==> config.mk <==
export PLATFORM = sky130hd
export DESIGN_NAME = ota_bitstream_decimator
export DESIGN_NICKNAME = d
export VERILOG_FILES = /design/src/rtl/ota_bitstream_decimator.sv
export SDC_FILE = /design/constraint.sdc
export NUM_CORES = 1
export LEC_CHECK = 0
export CAP_MARGIN = 20
export CELL_PAD_IN_SITES_DETAIL_PLACEMENT = 1
export CELL_PAD_IN_SITES_GLOBAL_PLACEMENT = 1
export CORE_UTILIZATION = 39
export DETAILED_ROUTE_END_ITERATION = 6
export MAX_ROUTING_LAYER = met4
export PLACE_DENSITY_LB_ADDON = 0.1
export SLEW_MARGIN = 40
export SYNTH_ARGS = -nofsm -noshare
export SYNTH_HDL_FRONTEND = slang
export SYNTH_SLANG_ARGS = --single-unit
==> constraint.sdc <==
create_clock -name clk -period 1.65 [get_ports clk]
set_input_delay 0.165 -clock clk [delete_from_list [all_inputs] [get_ports clk]]
set_output_delay 0.165 -clock clk [all_outputs]
set_load 0.01 [all_outputs]
==> src/rtl/ota_bitstream_decimator.sv <==
`default_nettype none
// ============================================================================
// ota_bitstream_decimator
// Synchronises/debounces the OTA comparator bit and reports per-window counts.
// Revision: 1.0
// ============================================================================
module ota_bitstream_decimator #(
   parameter int WINDOW_LOG2 = 8,
   parameter int FILT_LEN    = 3,
   parameter int SETTLE_CYC  = 4
) (
   input  logic                   clk,
   input  logic                   rst,
   input  logic                   en,
   input  logic                   cmp_in,
   input  logic                   result_ready,
   input  logic                   clear_ovr,
   output logic                   result_valid,
   output logic [WINDOW_LOG2:0]   ones_count,
   output logic [WINDOW_LOG2:0]   edge_count,
   output logic                   overrun,
   output logic                   cmp_filt,
   output logic                   busy
);

   localparam int CW  = WINDOW_LOG2 + 1;
   localparam int FCW = (FILT_LEN > 1) ? $clog2(FILT_LEN) : 1;
   localparam int SCW = (SETTLE_CYC > 1) ? $clog2(SETTLE_CYC) : 1;
   localparam logic [FCW-1:0]         FILT_LAST   = FCW'(FILT_LEN - 1);
   localparam logic [SCW-1:0]         SETTLE_LAST = SCW'(SETTLE_CYC - 1);
   localparam logic [WINDOW_LOG2-1:0] WIN_LAST    = '1;

   typedef enum logic [1:0] {
      ST_IDLE   = 2'd0,
      ST_SETTLE = 2'd1,
      ST_ACCUM  = 2'd2
   } state_t;

   state_t                 state_q, state_d;
   logic                   s1_q, s2_q;
   logic [FCW-1:0]         fcnt_q;
   logic                   filt_q, filt_prev_q;
   logic [SCW-1:0]         scnt_q, scnt_d;
   logic [WINDOW_LOG2-1:0] wcnt_q, wcnt_d;
   logic [CW-1:0]          ones_q, ones_d;
   logic [CW-1:0]          edges_q, edges_d;
   logic                   valid_q, valid_d;
   logic [CW-1:0]          ones_out_q, ones_out_d;
   logic [CW-1:0]          edges_out_q, edges_out_d;
   logic                   ovr_q, ovr_d;
   logic                   win_end;
   logic                   load;
   logic                   drop;
   logic [CW-1:0]          win_ones;
   logic [CW-1:0]          win_edges;

   // Synchroniser and debounce filter run every cycle, independent of the FSM.
   always_ff @(posedge clk) begin
      if (rst) begin
         s1_q        <= 1'b0;
         s2_q        <= 1'b0;
         fcnt_q      <= '0;
         filt_q      <= 1'b0;
         filt_prev_q <= 1'b0;
      end else begin
         s1_q        <= cmp_in;
         s2_q        <= s1_q;
         filt_prev_q <= filt_q;
         if (s2_q == filt_q) begin
            fcnt_q <= '0;
         end else if (fcnt_q == FILT_LAST) begin
            filt_q <= s2_q;
            fcnt_q <= '0;
         end else begin
            fcnt_q <= fcnt_q + 1'b1;
         end
      end
   end

   always_ff @(posedge clk) begin
      if (rst) begin
         state_q     <= ST_IDLE;
         scnt_q      <= '0;
         wcnt_q      <= '0;
         ones_q      <= '0;
         edges_q     <= '0;
         valid_q     <= 1'b0;
         ones_out_q  <= '0;
         edges_out_q <= '0;
         ovr_q       <= 1'b0;
      end else begin
         state_q     <= state_d;
         scnt_q      <= scnt_d;
         wcnt_q      <= wcnt_d;
         ones_q      <= ones_d;
         edges_q     <= edges_d;
         valid_q     <= valid_d;
         ones_out_q  <= ones_out_d;
         edges_out_q <= edges_out_d;
         ovr_q       <= ovr_d;
      end
   end

   always_comb begin
      state_d   = state_q;
      scnt_d    = scnt_q;
      wcnt_d    = wcnt_q;
      ones_d    = ones_q;
      edges_d   = edges_q;
      win_end   = 1'b0;
      // Window totals include the current cycle's contribution.
      win_ones  = ones_q + CW'(filt_q);
      win_edges = edges_q + CW'(filt_q ^ filt_prev_q);

      case (state_q)
         ST_IDLE: begin
            scnt_d  = '0;
            wcnt_d  = '0;
            ones_d  = '0;
            edges_d = '0;
            if (en) begin
               state_d = ST_SETTLE;
            end
         end
         ST_SETTLE: begin
            if (scnt_q == SETTLE_LAST) begin
               state_d = ST_ACCUM;
               scnt_d  = '0;
               wcnt_d  = '0;
            end else begin
               scnt_d = scnt_q + 1'b1;
            end
         end
         ST_ACCUM: begin
            wcnt_d = wcnt_q + 1'b1;
            if (wcnt_q == WIN_LAST) begin
               win_end = 1'b1;
               ones_d  = '0;
               edges_d = '0;
            end else begin
               ones_d  = win_ones;
               edges_d = win_edges;
            end
         end
         default: begin
            state_d = ST_IDLE;
         end
      endcase

      // Dropping en abandons the partial window without emitting anything.
      if (!en && (state_q != ST_IDLE)) begin
         state_d = ST_IDLE;
         scnt_d  = '0;
         wcnt_d  = '0;
         ones_d  = '0;
         edges_d = '0;
         win_end = 1'b0;
      end
   end

   always_comb begin
      load        = win_end && (!valid_q || result_ready);
      drop        = win_end && valid_q && !result_ready;
      valid_d     = valid_q;
      ones_out_d  = ones_out_q;
      edges_out_d = edges_out_q;
      if (load) begin
         valid_d     = 1'b1;
         ones_out_d  = win_ones;
         edges_out_d = win_edges;
      end else if (valid_q && result_ready) begin
         valid_d = 1'b0;
      end
      if (drop) begin
         ovr_d = 1'b1;
      end else if (clear_ovr) begin
         ovr_d = 1'b0;
      end else begin
         ovr_d = ovr_q;
      end
   end

   assign result_valid = valid_q;
   assign ones_count   = ones_out_q;
   assign edge_count   = edges_out_q;
   assign overrun      = ovr_q;
   assign cmp_filt     = filt_q;
   assign busy         = (state_q != ST_IDLE);

endmodule
`default_nettype wire

==> metrics.yaml, run 1 <==
yosys:
  synth_cell_types: 40
  ys_seq_area_frac: 0.432
  syn_area_per_cell_um2: 9.26
  synth_edf_count: 0
  synth_top_area_frac: 0.432
  netlist_area_um2: 2590
  synth_top_area_cell: "dfxtp_1"
  synthCells: 280
  synth-main-ff-cell: "dfxtp_1"
  async_flop_share: 0
  synthTopCellsByArea: "dfxtp_1, a211oi_2, nor2_1"
  synth_nets: 294
  ys_ff_latch: 56
  ys_warn_count: 0
timing:
  clock_skew_ns: 0.0120
  hold_slack_ns: 0.390
  fin_crit_sh: 0.991
  min_period_ns: 1.64
  setup_violations: 0
  tightest_slew_ns: 0.308
  fmax_mhz: 611
  slew_viol_final: 0
  finalHoldViolations: 0
  maxSlewHeadroom: 0.789
  rsz0062_at_grt: "true"
clock_tree:
  ctsHoldBuffers: 0
  clk_path_buf_depth: 2
  cts-root-buf: "clkbuf_8"
  cts.htree.levels: 2
  clock_sinks: 56
  cts_tree: "yes"
  path_clk_slew_ns: 0.11
  clock_latency_ns: 0.32
  numCtsBuffers: 5
route:
  ant_nets: 0
  routed_wl_um: 7110
  vias_per_cell: 5.37
  drc: 0
  drt-initial-drc-count: 58
  vias: 2255
  wire_per_inst_um: 16.9
  first_pass_iters: 4
floorplanning:
  start_util: 0.406
  coreArea_um2: 6390
  fp-row-count: 29
  die_x_um: 83.5
  ios: 28
  chipHeight_um: 83.5
  die_area_um2: 6980
layout:
  area_growth_syn_to_layout_pct: 35.0
  layout_common_cells: "dfxtp_1, buf_4, nor2_1, clkdlybuf4s50_1, a21oi_1"
  diodes: 0
  final_common_cell: "dfxtp_1"
  fin_util: 0.548
  final_cells: 420
  nets: 356
  drive_gt1_frac: 0.277
job:
  cap_violations: 0
global_routing:
  grt_pass1_vias: 2265
  overflow: 0
  antenna_found_initial: 0
  track_usage: 0.205
  grt_pass1_wl_um: 11100
  grt_max_degree: 31
place:
  dp.cells: 403
  port_buffers: 27
  hpwl_um: 4770
  place.gp.congestion: 0.753
pwr:
  power_density_nw_per_um2: 648
  p_leak_uw: 0.00125
  finalPower_uw: 2270
  vdd_drop_max_mv: 0.430
worst_setup_path:
  worstPathCellList: "xor2_2, ha_2, ha_4, nand3_4, nor3_4, xnor2_2, o2bb2ai_1"
  crit_arrival_ns: 1.85
  required_ns: 1.86
  worstSetupStartpointType: "flop"
  cp_max_fo: 6
  slowest_stage: "dfxtp_4"
  slowest_delay_ns: 0.38
  reg2reg_setup_slack_ns: 0.01
  endpoint_kind: "flop"
  crit_type: "flop to flop"
run_status:
  status: "finished, final reports clean"
hold_path:
  hold_path_class: "input pin to flop"
-- routing by layer --
layer,vias to the layer above,share of wire,global-route usage,wire length (um)
met5,-,0,-,0
met4,0,0.018,0.0647,129
met3,7,0.024,0.0356,171
met2,28,0.52,0.340,3670
met1,1098,0.44,0.255,3140
li1,1122,-,-,-
-- final timing paths --
kind | endpoint | cells after the start | from
setup / recovery | edges_q[8]$_SDFFE_PP0P_ | 7 | cmp_filt$_SDFFE_PP0P_
hold / removal | s1_q$_SDFF_PP0_ | 2 | cmp_in
setup reg to reg | edges_q[8]$_SDFFE_PP0P_ | 7 | cmp_filt$_SDFFE_PP0P_
hold reg to reg | fcnt_q[0]$_SDFF_PP0_ | 1 | fcnt_q[0]$_SDFF_PP0_
-- sequential cells by signal (all words and copies together) (netlist names) --
| name | count |
|---|---|
| s2_q | 1 |
| ones_q | 9 |
| result_valid | 1 |
| filt_prev_q | 1 |
| fcnt_q | 2 |
| edges_q | 9 |
| cmp_filt | 1 |
| overrun | 1 |
| scnt_q | 2 |
| s1_q | 1 |
| state_q | 2 |
| wcnt_q | 8 |
| edge_count | 9 |
| ones_count | 9 |
-- layout make-up --
class | instances | area, um2
fillers | 703 | 2890
multi-input cells | 205 | 1520
flip-flops and latches | 56 | 1130
repair buffers | 71 | 647
well taps | 77 | 96.3
clock buffers | 7 | 86.3
inverters | 3 | 11.3
clock inverters | 1 | 8.76
-- metrics by stage --
step / area [um2] / TNS (ns) / setup WS, ns
global route: 3500 / -0.539 / -0.0965
CTS: 3300 / 0 / 0.00110
detailed placement: 3160 / -1.63 / -0.116
global placement: 3160 / -0.863 / -0.0779
floorplan: 2610 / 0 / 0.0174
finish: 3500 / 0 / 0.0146
-- logic make-up after synthesis --
logic type                 Yosys count  synth area share
buffers and inverters               19            0.0381
muxes                                5            0.0193
and+or+nand+nor                    106             0.213
xor gates and xnor gates            16            0.0541
DFF                                 56             0.432
adders and majority gates            8            0.0386
AOI/OAI and AO/OA                   70             0.205
-- what timing repair did --
action / 4_1_cts / 5_1_grt
gates cloned: 0 / 2
endpoints found under the hold margin: 0 / 0
setup buffers: 0 / 7
setup endpoints to repair: 15 / 26
gates resized for setup: 10 / 19
pin swaps: 2 / 8
-- critical path, delay by kind of cell (launching register included) --
kind | cells | cell delay [ns]
flops | 1 | 0.38
fa+ha+maj | 2 | 0.36
simple gates | 2 | 0.35
xor+xnor | 2 | 0.32
compound gates | 1 | 0.10
-- synth_stat cells, types with 4 or more instances --
| library cell | count |
|---|---|
| mux2i_1 | 5 |
| nand2b_1 | 6 |
| or3_1 | 6 |
| xnor2_1 | 10 |
| a31oi_1 | 4 |
| ha_1 | 8 |
| clkbuf_1 | 8 |
| o21ai_0 | 11 |
| xor2_1 | 6 |
| a22oi_1 | 7 |
| o2bb2ai_1 | 4 |
| nand3_1 | 9 |
| dfxtp_1 | 56 |
| nor3_1 | 5 |
| nor2b_1 | 6 |
| a21oi_1 | 20 |
| nand2_1 | 15 |
| buf_2 | 4 |
| nor2_1 | 40 |
| a211oi_2 | 15 |
-- power breakdown --
group          leakage [uW]  internal, uW  switching (uW)
registers          0.000454          1350            3.74
logic              0.000743          36.2            52.5
clock network     0.0000484           346             474
No activity file was read; power rests on OpenSTA's default activity.
==> inputs of run 2 (changes only) <==
ABC_CLOCK_PERIOD_IN_PS = 1650   (was default)
==> results of run 2 <==
Same layout as run 1: the final DEF is identical, and so are final timing and power.
==> inputs of run 3 (changes only) <==
MAX_ROUTING_LAYER = default   (was met4)
==> run 3 against run 2 <==
  * Hold slack gained 0.0048 ns
  * Global-route usage shrank 0.55 points
  * Critical path depth is the same
  * Cell count is the same
  * First-iteration DRC count grew 8.6%
  * Core utilization is the same
  * Largest cell class unchanged
==> metrics.yaml, run 3 (synthesized netlist as in run 1, its figures left out) <==
layout:
  final_cells: 420  # unchanged
  fin_util: 0.548  # unchanged
  fill_cells: 703  # unchanged
  final_common_cell: "dfxtp_1"
  multi_input_area_um2: 1520  # unchanged
  layout_common_cells: "dfxtp_1, buf_4, nor2_1, clkdlybuf4s50_1, a21oi_1"
  area_growth_syn_to_layout_pct: 35.0  # unchanged
  drive_gt1_frac: 0.277  # unchanged
  register_area_um2: 1130  # unchanged
  nets: 356  # unchanged
  diodes: 0  # unchanged
route:
  vias: 2247  # -0.35%
  wire_per_inst_um: 16.9  # -0.34%
  first_pass_iters: 4  # unchanged
  drc: 0  # unchanged
  ant_nets: 0  # unchanged
  vias_per_cell: 5.35  # -0.35%
  routed_wl_um: 7090  # -0.34%
  drt-initial-drc-count: 63  # +8.6%
worst_setup_path:
  crit_arrival_ns: 1.84  # about the same
  crit_type: "flop to flop"
  required_ns: 1.86  # about the same
  cp_max_fo: 6  # unchanged
  worstSetupStartpointType: "flop"
  endpoint_kind: "flop"
timing:
  maxSlewHeadroom: 0.789  # about the same
  hold_slack_ns: 0.395  # +0.00481 ns
  finalSetupTns_ns: 0  # unchanged
  slew_viol_final: 0  # unchanged
  rsz0062_at_grt: "true"
  min_period_ns: 1.63  # -0.00233 ns
  clock_skew_ns: 0.00830  # -0.00373 ns
  finalHoldViolations: 0  # unchanged
  setup_violations: 0  # unchanged
  fin_crit_sh: 0.990  # -0.00141
  fmax_mhz: 612  # +0.14%
  tightest_slew_ns: 0.308  # +0.0000153 ns
run_status:
  status: "finished, final reports clean"
clock_tree:
  ctsHoldBuffers: 0  # unchanged
  cts_tree: "yes"
  clock_sinks: 56  # unchanged
  clock_latency_ns: 0.32  # about the same
  clk_path_buf_depth: 2  # unchanged
  path_clk_slew_ns: 0.10  # about the same
  cts-root-buf: "clkbuf_8"
  numCtsBuffers: 5  # unchanged
  cts.htree.levels: 2  # unchanged
floorplanning:
  die_area_um2: 6980  # unchanged
  chipHeight_um: 83.5  # unchanged
  start_util: 0.406  # unchanged
  coreArea_um2: 6390  # unchanged
  ios: 28  # unchanged
  die_x_um: 83.5  # unchanged
  fp-row-count: 29  # unchanged
global_routing:
  grt_pass1_vias: 2261  # -0.18%
  antenna_found_initial: 0  # unchanged
  grt_pass1_wl_um: 11100  # about the same
  overflow: 0  # unchanged
  track_usage: 0.199  # -0.00549
  grt_max_degree: 31  # unchanged
place:
  dp.cells: 403  # unchanged
  hpwl_um: 4770  # unchanged
  place.gp.congestion: 0.744  # -1.2%
  port_buffers: 27  # unchanged
pwr:
  p_leak_uw: 0.00125  # unchanged
  power_density_nw_per_um2: 645  # -0.49%
  vdd_drop_max_mv: 0.431  # +0.17%
hold_path:
  hold_path_class: "input pin to flop"
job:
  cap_violations: 0  # unchanged
==> run 3: final timing paths <==
| path | startpoint | endpoint | slack (ns) | depth (start not counted) |
|---|---|---|---|---|
| setup / recovery | cmp_filt$_SDFFE_PP0P_ | edges_q[8]$_SDFFE_PP0P_ | 0.02 | 7 |
| setup reg to reg | cmp_filt$_SDFFE_PP0P_ | edges_q[8]$_SDFFE_PP0P_ | 0.02 | 7 |
| hold reg to reg | fcnt_q[0]$_SDFF_PP0_ | fcnt_q[0]$_SDFF_PP0_ | 0.43 | 1 |
| hold / removal | cmp_in | s1_q$_SDFF_PP0_ | 0.39 | 2 |
==> run 3: cell type report <==
type | instances | share of cell area
Multi-Input combinational cell | 205 | 0.435
Tap cell | 77 | 0.0275
Sequential cell | 56 | 0.322
Inverter | 3 | 0.00322
Clock buffer | 7 | 0.0247
Clock inverter | 1 | 0.00250
Timing Repair Buffer | 71 | 0.185
==> run 3: per-stage QoR <==
step / setup WS (ns) / area [um2] / total power (uW)
after floorplan: 0.0174 / 2610 / 1430
after global placement: -0.0779 / 3160 / 1480
after detailed placement: -0.116 / 3160 / 1480
after CTS: 0.00110 / 3300 / 2290
after global routing: -0.0935 / 3500 / 2330
final: 0.0169 / 3500 / 2260
==> run 3: repair_timing <==
action                                  in CTS  in global routing
endpoints found under the hold margin        0                  0
endpoints found under the setup margin      15                 26
gates resized for setup                     10                 19
pin swaps                                    2                  8
buffers inserted                             0                  7
cloned                                       0                  2
==> run 3: power by group <==
part	leakage, uW	switching, uW	internal, uW
Combinational	0.000743	52.5	36.2
Clock	0.0000484	464	346
Sequential	0.000454	3.70	1350
==> run 3: worst max-delay path, cell delays in order (launching register included) <==
cell and delay (ns):
dfxtp_4 0.38, xor2_2 0.17, ha_2 0.21, ha_4 0.15, nand3_4 0.13, nor3_4 0.23
xnor2_2 0.15, o2bb2ai_1 0.10
==> run 3: per-layer routing <==
layer,up-vias,share of wire,global-route usage
met4,0,0.018,0.0647
met3,7,0.021,0.0356
met2,22,0.51,0.338
met1,1095,0.45,0.257
met5,-,0,0
li1,1123,-,-
